[src/rtl/dac_stream_out_if.sv]
// AXI4-Stream carrying one two-lane sample pair per beat: [15:0] lane A, [31:16] lane B.
interface dac_stream_out_if;
  logic [31:0] tdata;
  logic        tvalid;
  logic        tready;

  modport master (output tdata, output tvalid, input tready);
  modport slave  (input tdata, input tvalid, output tready);
endinterface

[src/rtl/dac_stream_out.sv]
// Streaming DAC driver: AXI-Stream -> FWFT FIFO -> one pair per rate_div clocks to the DAC pins.
// Define DAC_SATURATE_EN to clamp out-of-range samples instead of wrapping them.
module dac_stream_out #(
  parameter int unsigned DAC_DATA_WIDTH  = 14,
  parameter int unsigned FIFO_DEPTH_LOG2 = 2
) (
  input  logic                        aclk,
  input  logic                        aresetn,
  dac_stream_out_if.slave             s_axis,
  input  logic                        enable,
  input  logic [15:0]                 rate_div,
  output logic [DAC_DATA_WIDTH-1:0]   dac_dat_a,
  output logic [DAC_DATA_WIDTH-1:0]   dac_dat_b,
  output logic                        dac_valid,
  output logic [15:0]                 underrun_cnt,
  output logic [FIFO_DEPTH_LOG2:0]    fifo_level
);

  localparam int unsigned Depth = 2 ** FIFO_DEPTH_LOG2;
  localparam int unsigned W     = DAC_DATA_WIDTH;

  localparam logic [W-1:0]               Midscale = {1'b0, {(W-1){1'b1}}};
  localparam logic [FIFO_DEPTH_LOG2:0]   LvlFull  = {1'b1, {FIFO_DEPTH_LOG2{1'b0}}};
  localparam logic [FIFO_DEPTH_LOG2:0]   LvlOne   = 1;
  localparam logic [FIFO_DEPTH_LOG2-1:0] PtrOne   = 1;

  // Board DAC takes an inverted offset code: {sign, ~magnitude bits}.
  function automatic logic [W-1:0] to_code(input logic [15:0] x);
    logic [W-1:0] s;
    s = x[W-1:0];
`ifdef DAC_SATURATE_EN
    if (x[15:W-1] != {(17-W){x[15]}}) begin
      s = x[15] ? {1'b1, {(W-1){1'b0}}} : {1'b0, {(W-1){1'b1}}};
    end
`endif
    return {s[W-1], ~s[W-2:0]};
  endfunction

  logic [31:0]                mem [Depth];
  logic [FIFO_DEPTH_LOG2-1:0] wr_ptr_q, wr_ptr_d;
  logic [FIFO_DEPTH_LOG2-1:0] rd_ptr_q, rd_ptr_d;
  logic [FIFO_DEPTH_LOG2:0]   level_q, level_d;
  logic [15:0]                cnt_q, cnt_d;
  logic [W-1:0]               dat_a_q, dat_a_d;
  logic [W-1:0]               dat_b_q, dat_b_d;
  logic                       valid_q, valid_d;
  logic [15:0]                under_q, under_d;
  logic                       ready_q;

  logic        full, empty, push, pop, tick;
  logic [31:0] head;

  always_comb begin
    full          = (level_q == LvlFull);
    empty         = (level_q == '0);
    s_axis.tready = ready_q & ~full;
    push          = s_axis.tvalid & s_axis.tready;
    tick          = enable & (cnt_q == 16'd0);
    // Emptiness is judged on the registered level, so a same-cycle push cannot rescue a tick.
    pop           = tick & ~empty;
    head          = mem[rd_ptr_q];
  end

  always_comb begin
    wr_ptr_d = push ? wr_ptr_q + PtrOne : wr_ptr_q;
    rd_ptr_d = pop  ? rd_ptr_q + PtrOne : rd_ptr_q;
    level_d  = level_q;
    unique case ({push, pop})
      2'b10:   level_d = level_q + LvlOne;
      2'b01:   level_d = level_q - LvlOne;
      default: level_d = level_q;
    endcase

    cnt_d = 16'd0;
    if (enable) begin
      if (tick) begin
        cnt_d = (rate_div <= 16'd1) ? 16'd0 : rate_div - 16'd1;
      end else begin
        cnt_d = cnt_q - 16'd1;
      end
    end

    dat_a_d = dat_a_q;
    dat_b_d = dat_b_q;
    valid_d = 1'b0;
    under_d = under_q;
    if (!enable) begin
      dat_a_d = Midscale;
      dat_b_d = Midscale;
    end else if (pop) begin
      dat_a_d = to_code(head[15:0]);
      dat_b_d = to_code(head[31:16]);
      valid_d = 1'b1;
    end else if (tick && under_q != 16'hFFFF) begin
      under_d = under_q + 16'd1;
    end
  end

  always_ff @(posedge aclk) begin
    if (push) begin
      mem[wr_ptr_q] <= s_axis.tdata;
    end
  end

  always_ff @(posedge aclk or negedge aresetn) begin
    if (!aresetn) begin
      ready_q  <= 1'b0;
      wr_ptr_q <= '0;
      rd_ptr_q <= '0;
      level_q  <= '0;
      cnt_q    <= 16'd0;
      dat_a_q  <= Midscale;
      dat_b_q  <= Midscale;
      valid_q  <= 1'b0;
      under_q  <= 16'd0;
    end else begin
      ready_q  <= 1'b1;
      wr_ptr_q <= wr_ptr_d;
      rd_ptr_q <= rd_ptr_d;
      level_q  <= level_d;
      cnt_q    <= cnt_d;
      dat_a_q  <= dat_a_d;
      dat_b_q  <= dat_b_d;
      valid_q  <= valid_d;
      under_q  <= under_d;
    end
  end

  assign dac_dat_a    = dat_a_q;
  assign dac_dat_b    = dat_b_q;
  assign dac_valid    = valid_q;
  assign underrun_cnt = under_q;
  assign fifo_level   = level_q;

endmodule

[src/flat_wrapper.sv]
// flat-port wrapper written by rule: the top's interface ports become plain ports
module dac_stream_out_flat 
#(
  parameter int unsigned DAC_DATA_WIDTH  = 14,
  parameter int unsigned FIFO_DEPTH_LOG2 = 2
)
  (aclk, aresetn, enable, rate_div, dac_dat_a, dac_dat_b, dac_valid, underrun_cnt, fifo_level, s_axis_tdata, s_axis_tvalid, s_axis_tready);
  dac_stream_out_if s_axis_i ();
  input  logic aclk;
  input  logic aresetn;
  input  logic enable;
  input  logic [15:0] rate_div;
  output logic [DAC_DATA_WIDTH-1:0] dac_dat_a;
  output logic [DAC_DATA_WIDTH-1:0] dac_dat_b;
  output logic dac_valid;
  output logic [15:0] underrun_cnt;
  output logic [FIFO_DEPTH_LOG2:0] fifo_level;
  input wire logic [$bits(s_axis_i.tdata)-1:0] s_axis_tdata;
  input wire logic [$bits(s_axis_i.tvalid)-1:0] s_axis_tvalid;
  output wire logic [$bits(s_axis_i.tready)-1:0] s_axis_tready;
  assign s_axis_i.tdata = s_axis_tdata;
  assign s_axis_i.tvalid = s_axis_tvalid;
  assign s_axis_tready = s_axis_i.tready;
  dac_stream_out #(.DAC_DATA_WIDTH(DAC_DATA_WIDTH), .FIFO_DEPTH_LOG2(FIFO_DEPTH_LOG2)) u_core (.aclk(aclk), .aresetn(aresetn), .s_axis(s_axis_i), .enable(enable), .rate_div(rate_div), .dac_dat_a(dac_dat_a), .dac_dat_b(dac_dat_b), .dac_valid(dac_valid), .underrun_cnt(underrun_cnt), .fifo_level(fifo_level));
endmodule
[config.mk]
export PLATFORM = sky130hd
export DESIGN_NAME = dac_stream_out_flat
export DESIGN_NICKNAME = d
export VERILOG_FILES = /design/src/rtl/dac_stream_out_if.sv /design/src/rtl/dac_stream_out.sv /design/src/flat_wrapper.sv
export SDC_FILE = /design/constraint.sdc
export NUM_CORES = 1
export LEC_CHECK = 0
export CAP_MARGIN = 10
export CORE_MARGIN = 2
export CORE_UTILIZATION = 55
export DETAILED_ROUTE_END_ITERATION = 10
export GPL_ROUTABILITY_DRIVEN = 1
export PLACE_DENSITY_LB_ADDON = 0.08
export SYNTH_ARGS = -nofsm -noshare
export SYNTH_HDL_FRONTEND = slang
export SYNTH_SLANG_ARGS = --single-unit
[constraint.sdc]
create_clock -name aclk -period 3.8 [get_ports aclk]
set_input_delay 0.76 -clock aclk [delete_from_list [all_inputs] [get_ports aclk]]
set_output_delay 0.76 -clock aclk [all_outputs]
set_load 0.005 [all_outputs]
Word-level counts from Yosys, hierarchy flattened. Memories as Yosys holds them, arrays and structs flattened. Cells that the tools add are included.

Flip-flop bits (word level): 69. Latch bits: 0. Bits in writable memories: 128. ROM bits: 0. Output and inout bits: 49. Word-level logic and storage cells: 49. Memories kept: 1.

$add $sub $neg: 7. Multipliers: 0. Divide/modulo/power cells: 0. $lt $le $gt $ge: 1. Eq/ne operators: 5. Shifts and indexed selects: 0. Multiplexer cells: 12. Bitwise gates (word level): 9. Reduce and logical (&&, ||, !) cells: 5.

Memory list: u_core.mem (depth 4, bits a word 32, rd ports 1, clocked after Yosys merged registers in 0, wr ports 1, line dac_stream_out.sv:39) `logic [31:0] mem [Depth];`.

Operators by type and width (number): $mux W14 (4); $mux W16 (3); $sub A16 B1 Y16 const B (2); $not A13 Y13 (2); $add A16 B1 Y16 const B (1); $le A16 B1 Y1 const B (1); $logic_not A16 Y1 (1); $ne A16 B16 Y1 const B (1); $pmux W3 S2 (1); $add A2 B1 Y2 const B (2); $and A1 B1 Y1 (4); $mux W1 (4); $add A3 B1 Y3 const B (1); $eq A3 B3 Y1 const B (1); $logic_not A3 Y1 (1); $not A1 Y1 (3); $reduce_and A3 Y1 (1); $sub A3 B1 Y3 const B (1); $eq A2 B1 Y1 const B (1); $eq A2 B2 Y1 const B (1); $ne A2 B1 Y1 const B (1); $reduce_bool A2 Y1 (1); $logic_and A1 B1 Y1 (1).

Depth between registers and ports, before layout. Gate-level depths: netlist (run 1).

Depth after elaboration: 6. Depth in mapped cells: 11.

Worst setup path after synthesis (run 1). OpenSTA, ideal clock, no wires.

Kind: register to register. Start point: reg u_core.cnt_q[2]. End point: reg u_core.level_q[2] (netlist: u_core.fifo_level[2]). Data arrival time: 2.746 ns. Required time: 3.721 ns. Path slack: 0.974 ns. Stages on the path, launching flop included: 11. Clock period less this slack: 2.826 ns. Cell sequence: dfrtp_1 -> nor4_4 -> nand4_4 -> nor3b_2 -> clkbuf_1 -> ha_1 -> inv_1 -> fa_1 -> xor2_1 -> nor2_1 -> xor2_1.

Word-level cells in the longest chain between the ends: 5. Elaborated cells on any way between the ends: 7. Classes of those cells: eq/ne (2); mux (1); bitwise (2); reduce/logical (2).

Ends and longest elaborated chain: from (decl) (line dac_stream_out.sv:43) `logic [15:0] cnt_q, cnt_d;`; from (signal assigned) (line dac_stream_out.sv:121) `cnt_q <= cnt_d;`; $logic_not A16 Y1 (*) (line dac_stream_out.sv:58) `tick = enable & (cnt_q == 16'd0);`; $and A1 B1 Y1 (*) (line dac_stream_out.sv:58); $and A1 B1 Y1 (*) (line dac_stream_out.sv:60) `pop = tick & ~empty;`; net u_core.pop (line dac_stream_out.sv:50) `logic full, empty, push, pop, tick;`; $eq A2 B1 Y1 or $eq A2 B2 Y1 (tied branches) (line dac_stream_out.sv:68) `unique case ({push, pop})`; $pmux W3 S2 or $reduce_bool A2 Y1 (tied branches); to (signal assigned) (line dac_stream_out.sv:120) `level_q <= level_d;`; to (decl) (line dac_stream_out.sv:42) `logic [FIFO_DEPTH_LOG2:0] level_q, level_d;`.

The timed path passes the listed nets; every way through them passes the cells marked *. A chain may end at the register's enable or synchronous reset.

Worst setup path in the final report (run 1).
Start point: reg u_core.cnt_q[2]. End point: reg u_core.level_q[2] (netlist: u_core.fifo_level[2]).

Word-level cells in the longest chain between the ends: 5. Elaborated cells on any way between the ends: 7. Classes of those cells: eq/ne (2); mux (1); bitwise (2); reduce/logical (2).

Ends and longest elaborated chain (line): $logic_not A16 Y1 (*) (dac_stream_out.sv:58); $and A1 B1 Y1 (*) (dac_stream_out.sv:58); $and A1 B1 Y1 (*) (dac_stream_out.sv:60); $eq A2 B1 Y1 or $eq A2 B2 Y1 (tied branches) (dac_stream_out.sv:68); $pmux W3 S2 or $reduce_bool A2 Y1 (tied branches).

Mark *: on every way between the ends. The rest lies on a longest branch, timed or not.

==> results of run 1 <==
-- synthesized netlist by cell type, types with 2 or more instances --
library cell	n	share of area, %
a31oi_1	2	0.16
nand2_1	20	0.98
edfxtp_1	112	44
dfstp_2	26	8.9
xor2_1	13	1.5
buf_1	2	0.098
ha_1	10	1.6
nand4b_1	2	0.23
clkbuf_8	2	0.36
and3_1	10	0.82
nand3_1	15	0.98
or3_1	4	0.33
mux2_2	2	0.29
o21a_1	6	0.59
nor3b_1	28	2.7
clkbuf_1	12	0.59
inv_1	13	0.64
a21oi_1	26	1.7
nand3b_1	3	0.29
nor3_1	15	0.98
o21ai_0	8	0.52
mux4_2	28	8.2
xnor2_1	31	3.5
nor4_1	3	0.24
nor2_1	20	0.98
nand4_1	12	0.98
buf_2	4	0.26
dfrtp_1	43	14
o31ai_1	9	0.88
-- cell families (layout without fill, tap and decap cells) --
group,Yosys count,after routing
buffers and inverters,34,146
other,1,1
AO/OA/AOI/OAI,54,54
multiplexers,30,30
flip-flops,181,181
XOR/XNOR,44,44
AND/OR/NAND/NOR,144,144
adder cells (fa/ha/maj),11,11
-- area by class of cell --
| type | instances | area (um2) |
|---|---|---|
| Tap cell | 180 | 225.2 |
| Inverter | 13 | 48.80 |
| Multi-Input combinational cell | 284 | 2397 |
| Fill cell | 994 | 4409 |
| Clock buffer | 19 | 432.9 |
| Timing Repair Buffer | 101 | 991.0 |
| Clock inverter | 13 | 145.1 |
| Sequential cell | 181 | 5124 |
-- power groups by stage --
stage,Sequential (mW),Clock [mW],Combinational (mW)
6_report,2.70,1.72,1.37
5_1_grt,2.75,1.83,1.51
4_1_cts,2.71,1.76,1.39
3_5_place_dp,2.75,0,1.38
3_3_place_gp,2.73,0,1.35
2_1_floorplan,2.60,0,1.00
-- stage by stage --
stage | cells | setup slack, ns
after CTS | 791 | 0.8718
final | 791 | 0.8697
after detailed placement | 759 | 0.7230
after global placement | 759 | 0.7304
after global routing | 791 | 0.6780
after floorplan | 499 | 0.9745
-- worst register-to-register path, cell delays in order (launching register included) --
cell,delay [ns]
dfrtp_1,0.45
nor4_4,0.67
nand4_4,0.31
nor3b_4,0.35
ha_1,0.23
inv_1,0.06
fa_1,0.37
xor2_1,0.15
nor2_1,0.11
xor2_1,0.16
-- worst max path at each step --
stage,startpoint,end
after CTS,u_core.cnt_q[2],u_core.fifo_level[2]
after global routing,u_core.cnt_q[2],u_core.fifo_level[2]
after global placement,rate_div[0],u_core.cnt_q[14]
after floorplan,u_core.cnt_q[2],u_core.fifo_level[2]
after detailed placement,rate_div[0],u_core.cnt_q[14]
final,u_core.cnt_q[2],u_core.fifo_level[2]
-- flip-flops by register name, indices dropped and copies added (netlist names) --
name / flops
u_core.dac_dat_b: 14
u_core.underrun_cnt: 16
u_core.ready_q: 1
u_core.dac_valid: 1
u_core.cnt_q: 16
u_core.wr_ptr_q: 2
u_core.dac_dat_a: 14
u_core.fifo_level: 3
u_core.rd_ptr_q: 2
u_core.mem: 112
-- layer usage --
layer	vias up	track usage [%]	wire length, um
met5	-	0	0
met4	0	5.891	158
met3	15	5.852	568
met2	80	37.57	7668
met1	2232	25.42	6242
li1	2093	-	-
-- cells in the final DEF, fill, tap and decap left out, types with 2 or more instances in the layout --
cell | synthesis | routed
inv_6 | 0 | 4
clkdlybuf4s50_1 | 0 | 94
clkbuf_1 | 12 | 2
nor4_1 | 3 | 3
inv_8 | 0 | 2
clkinv_2 | 0 | 4
bufinv_16 | 0 | 2
and3_1 | 10 | 6
mux2_2 | 2 | 2
xnor2_1 | 31 | 31
nand4b_1 | 2 | 2
nand4_1 | 12 | 12
ha_1 | 10 | 10
nor3b_1 | 28 | 28
inv_1 | 13 | 13
o21a_1 | 6 | 6
buf_4 | 0 | 6
dfstp_2 | 26 | 26
o21ai_0 | 8 | 8
a31oi_1 | 2 | 2
or3_1 | 4 | 4
nor3_1 | 15 | 15
nor2_1 | 20 | 20
a21oi_1 | 26 | 26
xor2_1 | 13 | 13
o31ai_1 | 9 | 9
and3_2 | 1 | 5
clkbuf_16 | 0 | 17
dfrtp_1 | 43 | 42
nand3b_1 | 3 | 3
mux4_2 | 28 | 28
nand3_1 | 15 | 15
nand2_1 | 20 | 20
edfxtp_1 | 112 | 112
==> out/results.tsv, run 1 <==
metric	value	unit
status	finished, final reports clean	
maxSlewHeadroom	33.32	%
synthMuxAreaShare	8.517	%
grt_max_degree	70	
finish.utilization	67.99	%
ys_seq_area_share	66.80	%
path_clk_slew	0.07	ns
cts.sinks	181	
cts_buffers	17	
r2r.worst_path.cells	9	
rsz0062_at_grt	false	
initial_core_util	55.68	%
dr.first_iter.drc_count	287	
p_int	4.163	mW
worstMarginPinSlew	1.000	ns
synth_top_family_by_area	simple AND/OR/NAND/NOR gates	
period_share	77.11	%
hold_ws	0.4868	ns
switchingPower	1.630	mW
synth.avg_cell_area	15.37	um2
yosys.cell_types.count	47	
p_leak	3.284	nW
overflow	0	
cp_slowest_stage_delay	0.67	ns
placed_cell_area	8786	um2
synth_compound_area_share	4.454	%
mappedNetlistArea	7669	um2
post-route-min-period	2.930	ns
io_buffers	96	
crit_top_cell	xor2_1	
pwr_density_cell	618.6	nW/um2
total_power	5.793	mW
path_buf_inv	1	
timing.fmax	341.3	MHz
antennaDiodeCount	0	
cp_top_family	simple AND/OR/NAND/NOR gates	
synthXorXnorAreaFrac	5.025	%
gp_congestion	0.8031	
vias	4420	
die_x	122.1	um
async_flop_share	38.12	%
reg2reg_slack	0.87	ns
wirelength	14640	um
ios	101	
cts_hold_buf	0	
ant_nets	0	
peakVddDrop	0.4744	mV
die_area	14900	um2
postCtsSetupRepairBufs	0	
seq_power_share	46.6	%
synth-simple-area-share	11.18	%
reg2reg_to	u_core.fifo_level[2]	
area_growth	22.11	%
end_kind	flop	
crit_path_top_delay_cell	nor4_4	
cts_tree	done	
drive_above_1_share	17.51	%
tns	0	ns
cts_resized	0	
skew	0.01015	ns
die_h	122.1	um
hold_viol	0	
crit_type	reg -> reg	
grt_usage	21.17	%
min_path_type	in -> async	
required	4.14	ns
drcViolationCount	0	
first_global_vias	4705	
crit_arrival	3.28	ns
switching_share	28.14	%
clk_path_buf_depth	2	
cp_max_fo	10	
grt_pass1_wl	23490	um
timing.rr.start	u_core.cnt_q[2]	
setup_viol	0	
synth-edff-count	112	
ys_warn_count	0	
dp_hpwl	8959	um
maxSlewViolCount	0	
combPwrFrac	23.6	%
insertion_delay	0.42	ns
pwr-share-clk	29.7	%
synth_seq_cells	181	
crit_chain	nor4_4 -> nand4_4 -> nor3b_4 -> ha_1 -> inv_1 -> fa_1 -> xor2_1 -> nor2_1 -> xor2_1	
firstDrtPassIters	4	
synth_flop_cell	edfxtp_1	
start_kind	flop	
rows	43	
synth_nets	562	
core-area	13770	um2
path_depth	9	
stdcell_area	9364	um2
synthCells	499	
antenna_found_initial	0	
root_buffer	clkbuf_16	
synth-adder-area-share	1.893	%
wl_per_cell	18.51	um
drv_cap	0	
nNetsFinal	661	
viasPerCell	5.588	
htree_levels	4	
No activity file was read; power rests on OpenSTA's default activity.
==> run 2, diff against run 1 <==
--- a/config.mk
+++ b/config.mk
@@ -7,7 +7,7 @@
 export LEC_CHECK = 0
 export CAP_MARGIN = 10
 export CORE_MARGIN = 2
-export CORE_UTILIZATION = 55
+export CORE_UTILIZATION = 50
 export DETAILED_ROUTE_END_ITERATION = 10
 export GPL_ROUTABILITY_DRIVEN = 1
 export PLACE_DENSITY_LB_ADDON = 0.08
==> constraint.sdc (replaced) <==
create_clock -name aclk -period 2.4 [get_ports aclk]
set_input_delay 0.48 -clock aclk [delete_from_list [all_inputs] [get_ports aclk]]
set_output_delay 0.48 -clock aclk [all_outputs]
set_load 0.005 [all_outputs]
==> out/results.tsv, run 2 (same netlist as run 1, synthesis figures left out) <==
metric	value	unit	change
largest_reg_flops	112		unchanged
postCtsSetupRepairBufs	0		unchanged
worstMarginPinSlew	0.6277	ns	-0.3725 ns
area_growth	26.84	%	
die_x	127.8	um	+4.7%
root_buffer	clkbuf_16		
grt_max_degree	59		-16%
grt_pass1_wl	24210	um	+3.1%
crit_type	reg -> out		
cp_max_fo	5		-5
cp_slowest_stage_delay	0.49	ns	-0.18 ns
r2r.worst_path.cells	9		unchanged
hold_viol	0		unchanged
end_kind	primary output		
maxSlewHeadroom	58.15	%	+25 points
io_buffers	96		unchanged
antenna_found_initial	0		unchanged
wirelength	15040	um	+2.8%
skew	0.01326	ns	+0.003106 ns
cts_hold_buf	0		unchanged
rows	45		+4.7%
status	finished, final reports clean		
viasPerCell	5.544		-0.78%
cts.sinks	181		unchanged
total_power	9.267	mW	+60%
required	1.92	ns	-2.22 ns
placed_cell_area	9168	um2	+4.3%
timing.rr.start	u_core.cnt_q[4]		
overflow	0		unchanged
crit_arrival	1.79	ns	-1.49 ns
min_path_type	in -> async		
gp_congestion	0.7496		-6.7%
post-route-min-period	2.274	ns	
vias	4624		+4.6%
core-area	15090	um2	+9.6%
stdcell_area	9727	um2	+3.9%
crit_chain	inv_1 -> a31oi_2 -> buf_4 -> clkdlybuf4s50_1		
drv_cap	0		unchanged
insertion_delay	0.43	ns	about the same
firstDrtPassIters	4		unchanged
crit_path_top_delay_cell	clkdlybuf4s50_1		
seqCellArea	5124	um2	unchanged
antennaDiodeCount	0		unchanged
period_share	94.74	%	
dp_hpwl	9281	um	+3.6%
drive_above_1_share	23.07	%	+5.6 points
final_cell_mix	112 x edfxtp_1, 94 x clkdlybuf4s50_1, 42 x dfrtp_1, 34 x buf_4, 31 x xnor2_1		
multiInputGateArea	2430	um2	+1.4%
cts_buffers	17		unchanged
finish.utilization	64.46	%	-3.5 points
wl_per_cell	18.04	um	-2.5%
rsz0062_at_grt	false		
grt_usage	19.60	%	-1.6 points
clk_path_buf_depth	2		unchanged
pwr_density_cell	952.7	nW/um2	+54%
htree_levels	4		unchanged
maxSlewViolCount	0		unchanged
start_kind	flop		
dr.first_iter.drc_count	298		+3.8%
peakVddDrop	0.7432	mV	+57%
reg2reg_to	u_core.fifo_level[2]		
nFillCells	1111		+12%
first_global_vias	4641		-1.4%
setup_viol	0		unchanged
top_register	u_core.mem		
die_area	16340	um2	+9.7%
initial_core_util	50.82	%	-4.9 points
ant_nets	0		unchanged
ios	101		unchanged
reg2reg_slack	0.13	ns	-0.74 ns
cts_tree	done		
drcViolationCount	0		unchanged
nNetsFinal	696		+5.3%
final_common_cell	edfxtp_1		
timing.fmax	439.8	MHz	
p_leak	3.469	nW	+5.6%
path_clk_slew	0.07	ns	about the same
die_h	127.8	um	+4.7%
## run 2: power by group
| group | internal (mW) | switching, mW | leakage, nW |
|---|---|---|---|
| Sequential | 3.84 | 0.377 | 1.86 |
| Clock | 1.36 | 1.23 | 0.272 |
| Combinational | 1.38 | 1.08 | 1.33 |
| Total | 6.58 | 2.69 | 3.47 |
## run 2: cell type report
cell class                      count  share of cell area, %
Sequential cell                   181                  52.68
Multi-Input combinational cell    284                  24.98
Timing Repair Buffer              136                  13.79
Clock buffer                       18                  4.412
Tap cell                          188                  2.418
Clock inverter                     14                  1.222
Inverter                           13                 0.5017
## run 2: routing by layer
metal | track usage, % | part of all wire (%) | routed length (um) | vias up
li1 | - | - | - | 2168
met1 | 25.53 | 44 | 6592 | 2341
met2 | 32.84 | 51 | 7645 | 96
met3 | 4.758 | 3.9 | 594 | 19
met4 | 6.141 | 1.4 | 210 | 0
met5 | 0 | 0 | 0 | -
## run 2: critical path: cells and delay by family (launching register included)
| family | cells | cell delay (ns) |
|---|---|---|
| flops | 1 | 0.41 |
| buf+inv | 3 | 0.76 |
| compound gates | 1 | 0.20 |
## run 2: per-stage QoR
step / std cells / setup TNS (ns) / setup slack, ns / hold WS (ns)
2_1_floorplan: 499 / -0.1484 / -0.1345 / 0.1844
3_3_place_gp: 802 / -0.4678 / -0.1602 / 0.4770
3_5_place_dp: 802 / -0.7202 / -0.2144 / 0.4805
4_1_cts: 834 / 0 / 0.09526 / 0.01835
5_1_grt: 834 / 0 / 0.008629 / 0.03881
6_report: 834 / 0 / 0.1264 / 0.01746
## run 2: worst max path at each step
stage / startpoint / end
CTS: u_core.cnt_q[12] / u_core.fifo_level[2]
global placement: rate_div[1] / u_core.cnt_q[14]
detailed placement: rate_div[1] / u_core.cnt_q[14]
floorplan: u_core.cnt_q[4] / u_core.fifo_level[2]
global route: u_core.fifo_level[0] / s_axis_tready
finish: u_core.fifo_level[0] / s_axis_tready
## run 2: timing repair
action,4_1_cts,5_1_grt
endpoints found under the hold margin,0,0
gates resized for setup,0,2
endpoints found under the setup margin,0,3
==> run 3, diff against run 2 <==
--- a/config.mk
+++ b/config.mk
@@ -6,7 +6,6 @@
 export NUM_CORES = 1
 export LEC_CHECK = 0
 export CAP_MARGIN = 10
-export CORE_MARGIN = 2
 export CORE_UTILIZATION = 50
 export DETAILED_ROUTE_END_ITERATION = 10
 export GPL_ROUTABILITY_DRIVEN = 1
==> out/results.tsv, run 3 (same netlist as run 1, synthesis figures left out) <==
metric	value	unit	change
peakVddDrop	0.7444	mV	+0.15%
p_leak	3.511	nW	+1.2%
vias	4615		-0.19%
root_buffer	clkbuf_16		
cts_tree	done		
viasPerCell	5.534		-0.19%
pwr_density_cell	959.5	nW/um2	+0.71%
nNetsFinal	700		+0.57%
holdCritStartpoint	u_core.underrun_cnt[11]		
drv_cap	0		unchanged
setup_viol	0		unchanged
top_register	u_core.mem		
period_share	96.62	%	+1.9 points
place_ws	-0.2439	ns	-0.02952 ns
final_common_cell	edfxtp_1		
cp_max_fo	4		-1
required	2.74	ns	+0.82 ns
tns	0	ns	unchanged
maxSlewViolCount	0		unchanged
start_kind	flop		
die_x	125.8	um	-1.6%
crit_arrival	2.66	ns	+0.87 ns
dp_hpwl	9180	um	-1.1%
firstDrtPassIters	4		unchanged
antennaDiodeCount	0		unchanged
ios	101		unchanged
timing.fmax	431.2	MHz	-2.0%
cts_buffers	17		unchanged
clk_path_buf_depth	2		unchanged
hold_ws	0.4882	ns	+0.4707 ns
cp_slowest_stage_delay	0.44	ns	-0.05 ns
total_power	9.411	mW	+1.6%
skew	0.009280	ns	-0.003976 ns
core-area	14750	um2	-2.2%
dr.first_iter.drc_count	219		-27%
worstMarginPinSlew	0.5782	ns	-0.04956 ns
gp_congestion	0.7727		+3.1%
area_growth	27.90	%	
wirelength	14730	um	-2.1%
crit_type	reg -> reg		
drcViolationCount	0		unchanged
crit_start	u_core.cnt_q[9]		
status	finished, final reports clean		
crit_path_top_delay_cell	dfrtp_2		
hold_viol	0		unchanged
rows	44		-2.2%
overflow	0		unchanged
ant_nets	0		unchanged
first_global_vias	4626		-0.32%
die_area	15840	um2	-3.1%
htree_levels	4		unchanged
grt_max_degree	59		unchanged
setup_ws	0.08105	ns	-0.04531 ns
crit_top_cell	xor2_1		
grt_pass1_wl	23830	um	-1.6%
largest_reg_flops	112		unchanged
crit_chain	nor4_4 -> buf_4 -> nand4_4 -> nor3b_4 -> ha_4 -> inv_2 -> fa_2 -> xor2_1 -> nor2_1 -> xor2_1		
rsz0062_at_grt	true		
die_h	125.8	um	-1.6%
end_kind	flop		
final_cell_mix	112 x edfxtp_1, 94 x clkdlybuf4s50_1, 41 x dfrtp_1, 36 x buf_4, 31 x xnor2_1		
min_path_type	reg -> reg		
antenna_found_initial	0		unchanged
initial_core_util	51.98	%	+1.2 points
timing.rr.start	u_core.cnt_q[9]		
maxSlewHeadroom	60.91	%	+2.8 points
cts.sinks	181		unchanged
insertion_delay	0.42	ns	about the same
post-route-min-period	2.319	ns	+0.04531 ns
drive_above_1_share	23.54	%	+0.47 points
io_buffers	96		unchanged
wl_per_cell	17.66	um	-2.1%
grt_usage	19.87	%	+0.27 points
path_clk_slew	0.07	ns	about the same
finish.utilization	66.48	%	+2.0 points
-- run 3: final timing paths --
check / end / slack [ns] / cells after the start
max: u_core.fifo_level[2] / 0.08 / 10
min: u_core.underrun_cnt[11] / 0.49 / 1
max reg2reg: u_core.fifo_level[2] / 0.08 / 10
min reg2reg: u_core.underrun_cnt[11] / 0.49 / 1
max in group asynchronous: u_core.dac_dat_b[12] / 1.23 / 3
min in group asynchronous: u_core.cnt_q[12] / 0.54 / 2
-- run 3: routing by layer --
layer,vias to the layer above,part of all wire [%],track usage [%]
li1,2166,-,-
met1,2320,43,25.47
met2,119,52,34.28
met3,10,4.7,4.928
met4,0,0.67,4.678
met5,-,0,0
-- run 3: critical path, delay by kind of cell (launching register included) --
kind | cells | cell delay (ns)
flip-flops | 1 | 0.44
buffers and inverters | 2 | 0.19
AND/OR/NAND/NOR | 4 | 0.80
XOR/XNOR | 2 | 0.30
adder cells (fa/ha/maj) | 2 | 0.49
-- run 3: cell type report --
class,count,area (um2)
fillers,1057,4946
clock buffers,20,466.7
clock inverters,12,118.9
repair buffers,140,1386
multi-input cells,284,2432
inverters,13,48.80
well taps,184,230.2
flip-flops and latches,181,5125
-- run 3: repair_timing --
item / CTS / global route
endpoints found under the setup margin: 0 / 1
setup buffers: 0 / 2
gates resized for setup: 0 / 3
hold buffers: 1 / 0
endpoints found under the hold margin: 7 / 0
-- run 3: power breakdown --
| part | switching, mW | internal, mW | total, mW | leakage (nW) |
|---|---|---|---|---|
| Sequential | 0.315 | 3.84 | 4.16 | 1.86 |
| Combinational | 1.13 | 1.41 | 2.54 | 1.36 |
| Clock | 1.17 | 1.53 | 2.71 | 0.286 |
-- run 3: through the flow --
step | instances | instance area, um2
after floorplan | 499 | 7706
after global placement | 799 | 9183
after detailed placement | 799 | 9183
after CTS | 832 | 9778
after global routing | 834 | 9808
final | 834 | 9808
